--- src/rtl/io_port_ctrl.sv ---
// -----------------------------------------------------------------------------
// io_port_ctrl
//   I/O port controller that sits next to the 8-bit pipelined core.
//   Output path: core writes go into a small show-ahead FIFO. The FIFO drains
//   to an external valid/ready sink.
//   Input path: a one-byte holding register is loaded from an external
//   valid/ready source. The core is interrupted when a byte arrives.
//
// Optional feature macro: IO_IRQ_LEVEL_EN
//   defined   : interrupt is a registered level, high while a byte is held.
//   undefined : interrupt is a one-cycle pulse after each capture (default).
//
// Ports:
//   clk, reset      clock (rising edge) and synchronous active-high reset
//   cpu_data_out    byte written by the core, qualified by cpu_wr
//   cpu_wr          core write strobe
//   cpu_rd          core acknowledge that cpu_data_in has been consumed
//   cpu_data_in     held input byte presented to the core
//   interrupt       interrupt to the core
//   ext_in_*        external source handshake (data/valid in, ready out)
//   ext_out_*       external sink handshake (data/valid out, ready in)
//   out_full        output FIFO holds DEPTH entries
//   out_empty       output FIFO holds no entries
//   overflow        sticky: a core write was dropped because the FIFO was full
//   dbg_in_state    input FSM state (0 = EMPTY, 1 = FULL)
//
// Handshake rule on both external ports: a byte transfers on a rising edge
// where valid and ready are both 1. A source holds valid and data stable until
// that edge. ready may depend on state only, never combinationally on valid.
// -----------------------------------------------------------------------------
module io_port_ctrl #(
    parameter int DEPTH  = 4,
    parameter int DATA_W = 8
) (
    input  logic              clk,
    input  logic              reset,
    input  logic [DATA_W-1:0] cpu_data_out,
    input  logic              cpu_wr,
    input  logic              cpu_rd,
    output logic [DATA_W-1:0] cpu_data_in,
    output logic              interrupt,
    input  logic [DATA_W-1:0] ext_in_data,
    input  logic              ext_in_valid,
    output logic              ext_in_ready,
    output logic [DATA_W-1:0] ext_out_data,
    output logic              ext_out_valid,
    input  logic              ext_out_ready,
    output logic              out_full,
    output logic              out_empty,
    output logic              overflow,
    output logic              dbg_in_state
);

    localparam int AW = $clog2(DEPTH);
    localparam logic [AW:0]   CNT_FULL = (AW+1)'(DEPTH);
    localparam logic [AW:0]   CNT_ONE  = (AW+1)'(1);
    localparam logic [AW-1:0] PTR_ONE  = AW'(1);

    // ---------------- output FIFO ----------------
    logic [DATA_W-1:0] r_mem [DEPTH];
    logic [AW-1:0]     r_wr_ptr;
    logic [AW-1:0]     r_rd_ptr;
    logic [AW:0]       r_count;
    logic              r_overflow;
    logic              w_push;
    logic              w_pop;

    assign out_full      = (r_count == CNT_FULL);
    assign out_empty     = (r_count == '0);
    assign ext_out_valid = !out_empty;
    assign ext_out_data  = r_mem[r_rd_ptr];
    assign overflow      = r_overflow;

    assign w_pop  = ext_out_valid && ext_out_ready;
    // A pop in the same cycle frees a slot, so a write to a full FIFO is
    // still accepted when the sink is draining.
    assign w_push = cpu_wr && (!out_full || w_pop);

    // Storage needs no reset: entries are only visible once counted.
    always_ff @(posedge clk) begin
        if (w_push) begin
            r_mem[r_wr_ptr] <= cpu_data_out;
        end
    end

    always_ff @(posedge clk) begin
        if (reset) begin
            r_wr_ptr   <= '0;
            r_rd_ptr   <= '0;
            r_count    <= '0;
            r_overflow <= 1'b0;
        end else begin
            if (w_push) begin
                r_wr_ptr <= r_wr_ptr + PTR_ONE;
            end
            if (w_pop) begin
                r_rd_ptr <= r_rd_ptr + PTR_ONE;
            end
            case ({w_push, w_pop})
                2'b10:   r_count <= r_count + CNT_ONE;
                2'b01:   r_count <= r_count - CNT_ONE;
                default: r_count <= r_count;
            endcase
            if (cpu_wr && !w_push) begin
                r_overflow <= 1'b1;
            end
        end
    end

    // ---------------- input holding register ----------------
    typedef enum logic {
        S_EMPTY = 1'b0,
        S_FULL  = 1'b1
    } in_state_t;

    in_state_t         r_state;
    in_state_t         w_next_state;
    logic              w_capture;
    logic [DATA_W-1:0] r_data_in;
    logic              r_irq;

    assign ext_in_ready = (r_state == S_EMPTY);
    assign cpu_data_in  = r_data_in;
    assign interrupt    = r_irq;
    assign dbg_in_state = (r_state == S_FULL);

    always_ff @(posedge clk) begin
        if (reset) begin
            r_state <= S_EMPTY;
        end else begin
            r_state <= w_next_state;
        end
    end

    // An acknowledge in FULL only returns to EMPTY. A waiting source byte is
    // taken on the next cycle, when ready is 1 again. There is no bypass.
    always_comb begin
        w_next_state = r_state;
        w_capture    = 1'b0;
        case (r_state)
            S_EMPTY: begin
                if (ext_in_valid) begin
                    w_capture    = 1'b1;
                    w_next_state = S_FULL;
                end
            end
            S_FULL: begin
                if (cpu_rd) begin
                    w_next_state = S_EMPTY;
                end
            end
            default: w_next_state = S_EMPTY;
        endcase
    end

    // The held byte is not cleared on acknowledge. It keeps its last value.
    always_ff @(posedge clk) begin
        if (reset) begin
            r_data_in <= '0;
            r_irq     <= 1'b0;
        end else begin
            if (w_capture) begin
                r_data_in <= ext_in_data;
            end
`ifdef IO_IRQ_LEVEL_EN
            r_irq <= (w_next_state == S_FULL);
`else
            r_irq <= w_capture;
`endif
        end
    end

endmodule

--- config.mk ---
export PLATFORM = sky130hd
export DESIGN_NAME = io_port_ctrl
export DESIGN_NICKNAME = d
export VERILOG_FILES = /design/src/rtl/io_port_ctrl.sv
export SDC_FILE = /design/constraint.sdc
export NUM_CORES = 1
export LEC_CHECK = 0
export ABC_AREA = 1
export CELL_PAD_IN_SITES_DETAIL_PLACEMENT = 1
export CELL_PAD_IN_SITES_GLOBAL_PLACEMENT = 1
export CORE_ASPECT_RATIO = 1.4
export CORE_MARGIN = 1
export CORE_UTILIZATION = 42
export DETAILED_ROUTE_END_ITERATION = 6
export HOLD_SLACK_MARGIN = 0.05
export MAX_ROUTING_LAYER = met4
export PLACE_DENSITY = 0.87
export SLEW_MARGIN = 40
export SYNTH_ARGS = -nofsm -noshare
export SYNTH_HDL_FRONTEND = slang
export SYNTH_SLANG_ARGS = --single-unit
export TNS_END_PERCENT = 20
--- constraint.sdc ---
create_clock -name clk -period 2.33 [get_ports clk]
set_input_delay 0.233 -clock clk [delete_from_list [all_inputs] [get_ports clk]]
set_output_delay 0.233 -clock clk [all_outputs]
set_load 0.05 [all_outputs]
; ---- After elaboration in Yosys (flattened, before gate mapping)
; Memories as Yosys holds them, arrays and structs flattened. A register that Yosys moved wholly into a read port is not among the register bits.
; Cells that the tools add are included.
[totals]
reg_bits = 18
memories = 1
ramBits = 32
out_inout_bits = 23
elab_cells = 34
[classes]
bitwise_logic = 1
mux = 9
n_eq_ne = 3
n_addsub = 4
reduce_logical = 9
[mem_list]
columns = memory, words, word_bits, read_ports, rd_ports_with_merged_regs, wr, line
row1 = r_mem, 4, 8, 1, 1, 1, 60  ; logic [DATA_W-1:0] r_mem [DEPTH];
[ops]
columns = cell, n
row1 = $pmux W3 S2, 1
row2 = $mux W1, 5
row3 = $add A2 B1 Y2 const B, 2
row4 = $mux W2, 2
row5 = $add A3 B1 Y3 const B, 1
row6 = $eq A3 B3 Y1 const B, 1
row7 = $logic_and A1 B1 Y1, 3
row8 = $logic_not A1 Y1, 3
row9 = $logic_not A3 Y1, 1
row10 = $sub A3 B1 Y3 const B, 1
row11 = $eq A2 B1 Y1 const B, 1
row12 = $eq A2 B2 Y1 const B, 1
row13 = $pmux W1 S2, 1
row14 = $reduce_bool A2 Y1, 1
row15 = $logic_or A1 B1 Y1, 1
row16 = $not A1 Y1, 1

; ---- Logic depth before layout (Yosys ltp)
[logic_depth]
depth_word = 7
mapped_depth = 11

; ---- Worst setup path after synthesis
; OpenSTA, ideal clock, no wires.
[synth_path]
path_kind = reg-to-reg
from = register r_state (netlist: dbg_in_state)
to = register r_state (netlist: dbg_in_state)
setup_ns = 0.115
synth_period_minus_slack_ns = 1.781
arrival_ns = 1.666
t_required_ns = 2.215
setup_slack_ns = 0.549
path_buffers = 0
path_stages_with_launch = 5
path_cell_list = dfxtp_1 > inv_1 > nand2_1 > clkinv_1 > o21a_1
[synth_via]
elab_chain_len = 2
[synth_lines]
columns = item, line
row1 = "start, declared", 116  ; in_state_t r_state;
row2 = "start signal, assigned", 131  ; r_state <= w_next_state;
row3 = $not A1 Y1, --
row4 = net ext_in_ready, 44  ; output logic ext_in_ready,
row5 = $pmux W1 S2, 140  ; case (r_state)
; The timed path passes the listed nets, and every way through them passes these cells.
; A chain may end at the register's enable or synchronous reset.

; ---- Worst setup path in the final report
[layout_path]
from = register r_count[0]
to = output out_full
[layout_via]
elab_chain_len = 1
[layout_lines]
columns = item, line
row1 = "start, declared", 63  ; logic [AW:0] r_count;
row2 = "start signal, assigned", 100  ; 2'b10: r_count <= r_count + CNT_ONE;
row3 = "start signal, assigned", 101  ; 2'b01: r_count <= r_count - CNT_ONE;
row4 = "start signal, assigned", 102  ; default: r_count <= r_count;
row5 = $eq A3 B3 Y1, 68  ; assign out_full = (r_count == CNT_FULL);
row6 = "end, declared", 48  ; output logic out_full,
; No other way between the ends.

==> metrics.md <==
| Metric | Value |
|---|---|
| Status | complete, no violations |
| RSZ-0062 raised after global routing | no |
| Min-delay src | overflow |
| Total CTS buffers | 5 |
| CP Class | reg -> out |
| CP max-delay cell | clkdlybuf4s50_1 |
| Pwr Density | 897 nW/um2 |
| Final Util | 58.0% |
| Vias in the first global route | 1490 |
| Peak supply drop | 0.593 mV |
| Crit-path max FO | 3 |
| CP arrival | 1790 ps |
| Worst hold path class | reg -> reg |
| Top Family by Delay on Critical Path | buffers and inverters |
| Post-route cell area | 2690 um2 |
| GRT Util Overall | 17.8% |
| Placed instance area | 2600 um2 |
| Most common cell after layout, fill and taps aside | nor2_1 |
| Synth Net Count | 214 |
| DR vias/cell | 4.98 |
| # nets final | 267 |
| Final Hold Fails | 0 |
| CTS tree | yes |
| Core area | 4640 um2 |
| Die width | 61.3 um |
| Hold-fix buffers, CTS | 0 |
| Site Rows | 29 |
| Synth unique cells | 24 |
| Setup crit start kind | flip-flop |
| R2R setup slack | 660 ps |
| Max-slew headroom | 65.9% |
| Placer Congestion | 0.721 |
| Remaining DRCs | 0 |
| R2r worst-path depth | 10 |
| N_diodes | 0 |
| FF-to-FF Start | r_count[0] |
| Gr ovfl total | 0 |
| Max Fclk | 495 MHz |
| Syn Inst Count | 187 |
| Synthesis Warnings | 0 |
| Worst EP required | 2100 ps |
| DP HPWL | 3.08 mm |
| Avg Cell Area, Syn | 11.1 um2 |
| Clock Skew | 5.60 ps |
| Final setup TNS | 0 ps |
| Slowest cell delay on critical path | 800 ps |
| Reg2reg end | r_count[2] |
| Worst-margin pin slew | 510 ps |
| DR WL/cell | 14.2 um |
| #FFs+latches synth | 52 |
| DRT Pass-1 Iters | 4 |
| Max clock buf depth | 2 |
| Worst-Skew Late Latency | 300 ps |
| ANT nets after route | 0 |
| Starting Density | 44.6% |
| Setup violators final | 0 |
| Static leakage | 1.05 nW |
| Pre-CTS WS | 333 ps |
| Worst Hold Path EP | overflow |
| Clk sink count | 52 |
| Setup crit end kind | output pin |
| Hold Path Stages | 1 |
| Area Overhead vs Synth | 30.1% |
| Synthesized cell area | 2070 um2 |
| Root Driver | clkbuf_8 |
| DR vias | 1508 |
| Initial antenna violation count | 0 |
| Crit path depth | 4 |
| Share of layout cells above drive strength 1 | 12.0% |
| Max_cap viols | 0 |
| Tmin final | 2020 ps |
| First-pass GRT wire length | 6.58 mm |
| Clock-pin slew on the worst setup and hold paths | 90 ps |
| H-tree level count | 2 |
| Initial drt markers | 44 |
| Most frequent cells in the layout | nor2_1 (42), clkdlybuf4s50_1 (36), edfxtp_1 (32), o21ai_0 (25), dfxtp_1 (20) |
| Post-synthesis sequential area ratio | 65.8% |
| Fillers | 535 |
| Detailed Route WL | 4.31 mm |
| Die area | 5220 um2 |
| Final Max Tran Viols | 0 |
| Final Cycle Share | 86.7% |
| DIE HEIGHT | 85.1 um |
| Ports | 45 |
| Port buffer count | 44 |
| Setup ws final | 310 ps |
| Largest net degree at the start of global routing | 17 |
| CP bufs+invs | 2 |
| Crit-path cells | nor2_4 > nand2_2 > inv_2 > clkdlybuf4s50_1 |
-- synthesized netlist by cell type --
library cell	instances	area share, %
a21oi_1	6	1.5
a21oi_2	1	0.42
buf_2	2	0.48
buf_4	1	0.36
clkinv_1	1	0.18
dfxtp_1	20	19
edfxtp_1	32	46
fa_1	1	0.97
ha_1	4	2.4
inv_1	18	3.3
inv_2	1	0.18
inv_4	1	0.30
nand2_1	5	0.91
nand2_2	3	0.91
nand2_4	5	2.7
nand3_1	2	0.48
nand3_2	1	0.48
nand4_1	2	0.60
nor2_1	42	7.6
nor2_4	1	0.54
o21a_1	2	0.73
o21ai_0	25	6.0
o21ai_1	3	0.73
o22ai_1	8	2.4
-- cell type report --
cell class / count / area [um2] / share of cell area (%)
Clock inverter: 2 / 16.3 / 0.604
Multi-Input combinational cell: 111 / 609 / 22.6
Sequential cell: 52 / 1360 / 50.6
Inverter: 21 / 81.3 / 3.02
Tap cell: 62 / 77.6 / 2.88
Clock buffer: 6 / 72.6 / 2.70
Timing Repair Buffer: 49 / 474 / 17.6
-- registers in the layout, indices dropped and copies added, names as in the netlist, named ones only --
name	cells
dbg_in_state	1
cpu_data_in	8
r_count	3
interrupt	1
r_mem	32
r_wr_ptr	2
r_rd_ptr	2
overflow	1
-- logic make-up after synthesis --
family / Yosys count / synth area share (%)
adders and majority gates: 5 / 3.39
AOI/OAI and AO/OA: 45 / 11.8
DFF: 52 / 65.8
buffers and inverters: 24 / 4.78
and+or+nand+nor: 61 / 14.3
-- per-stage QoR --
step,hold WS [ps],power [W],instances
2_1_floorplan,295,0.00168,187
3_3_place_gp,455,0.00192,295
3_5_place_dp,461,0.00195,295
4_1_cts,483,0.00244,303
5_1_grt,505,0.00253,303
6_report,481,0.00242,303
-- power breakdown --
group | internal (W) | switching [W] | total [W]
Clock | 0.000214 | 0.000283 | 0.000497
Sequential | 0.00105 | 0.0000428 | 0.00109
Combinational | 0.000265 | 0.000559 | 0.000824
Total | 0.00153 | 0.000885 | 0.00242
-- metal layers --
metal	global-route usage, %	up-vias	part of all wire [%]
met1	17.2	724	38
met3	3.35	5	4.5
met4	6.20	0	1.0
met5	-	-	0
met2	33.3	37	57
li1	-	742	-
-- what timing repair did --
item | in CTS | in global routing
endpoints found under the setup margin | 1 | 3
endpoints found under the hold margin | 0 | 0
buffers inserted | 0 | 0
resized for setup | 1 | 3
cloned | 0 | 0
-- worst register-to-register path, cell delays in order, from the launching register on --
cell and delay [ps]:
dfxtp_1 420, nor2_4 70, nand2_4 90, nand2_4 70, inv_4 90, nand2_4 60, fa_1 390, inv_1 70
nand4_1 120, a21oi_1 160, nor2_1 60
-- how the worst max path moves through the flow --
stage,slack [ps],from,end
floorplan,550,dbg_in_state,dbg_in_state
global placement,390,flip-flop,ext_out_data[4]
detailed placement,330,flip-flop,ext_out_data[4]
CTS,20,flip-flop,ext_out_data[7]
global route,150,flip-flop,ext_out_data[4]
finish,310,r_count[0],out_full
Power figures use the tool's default switching activity.
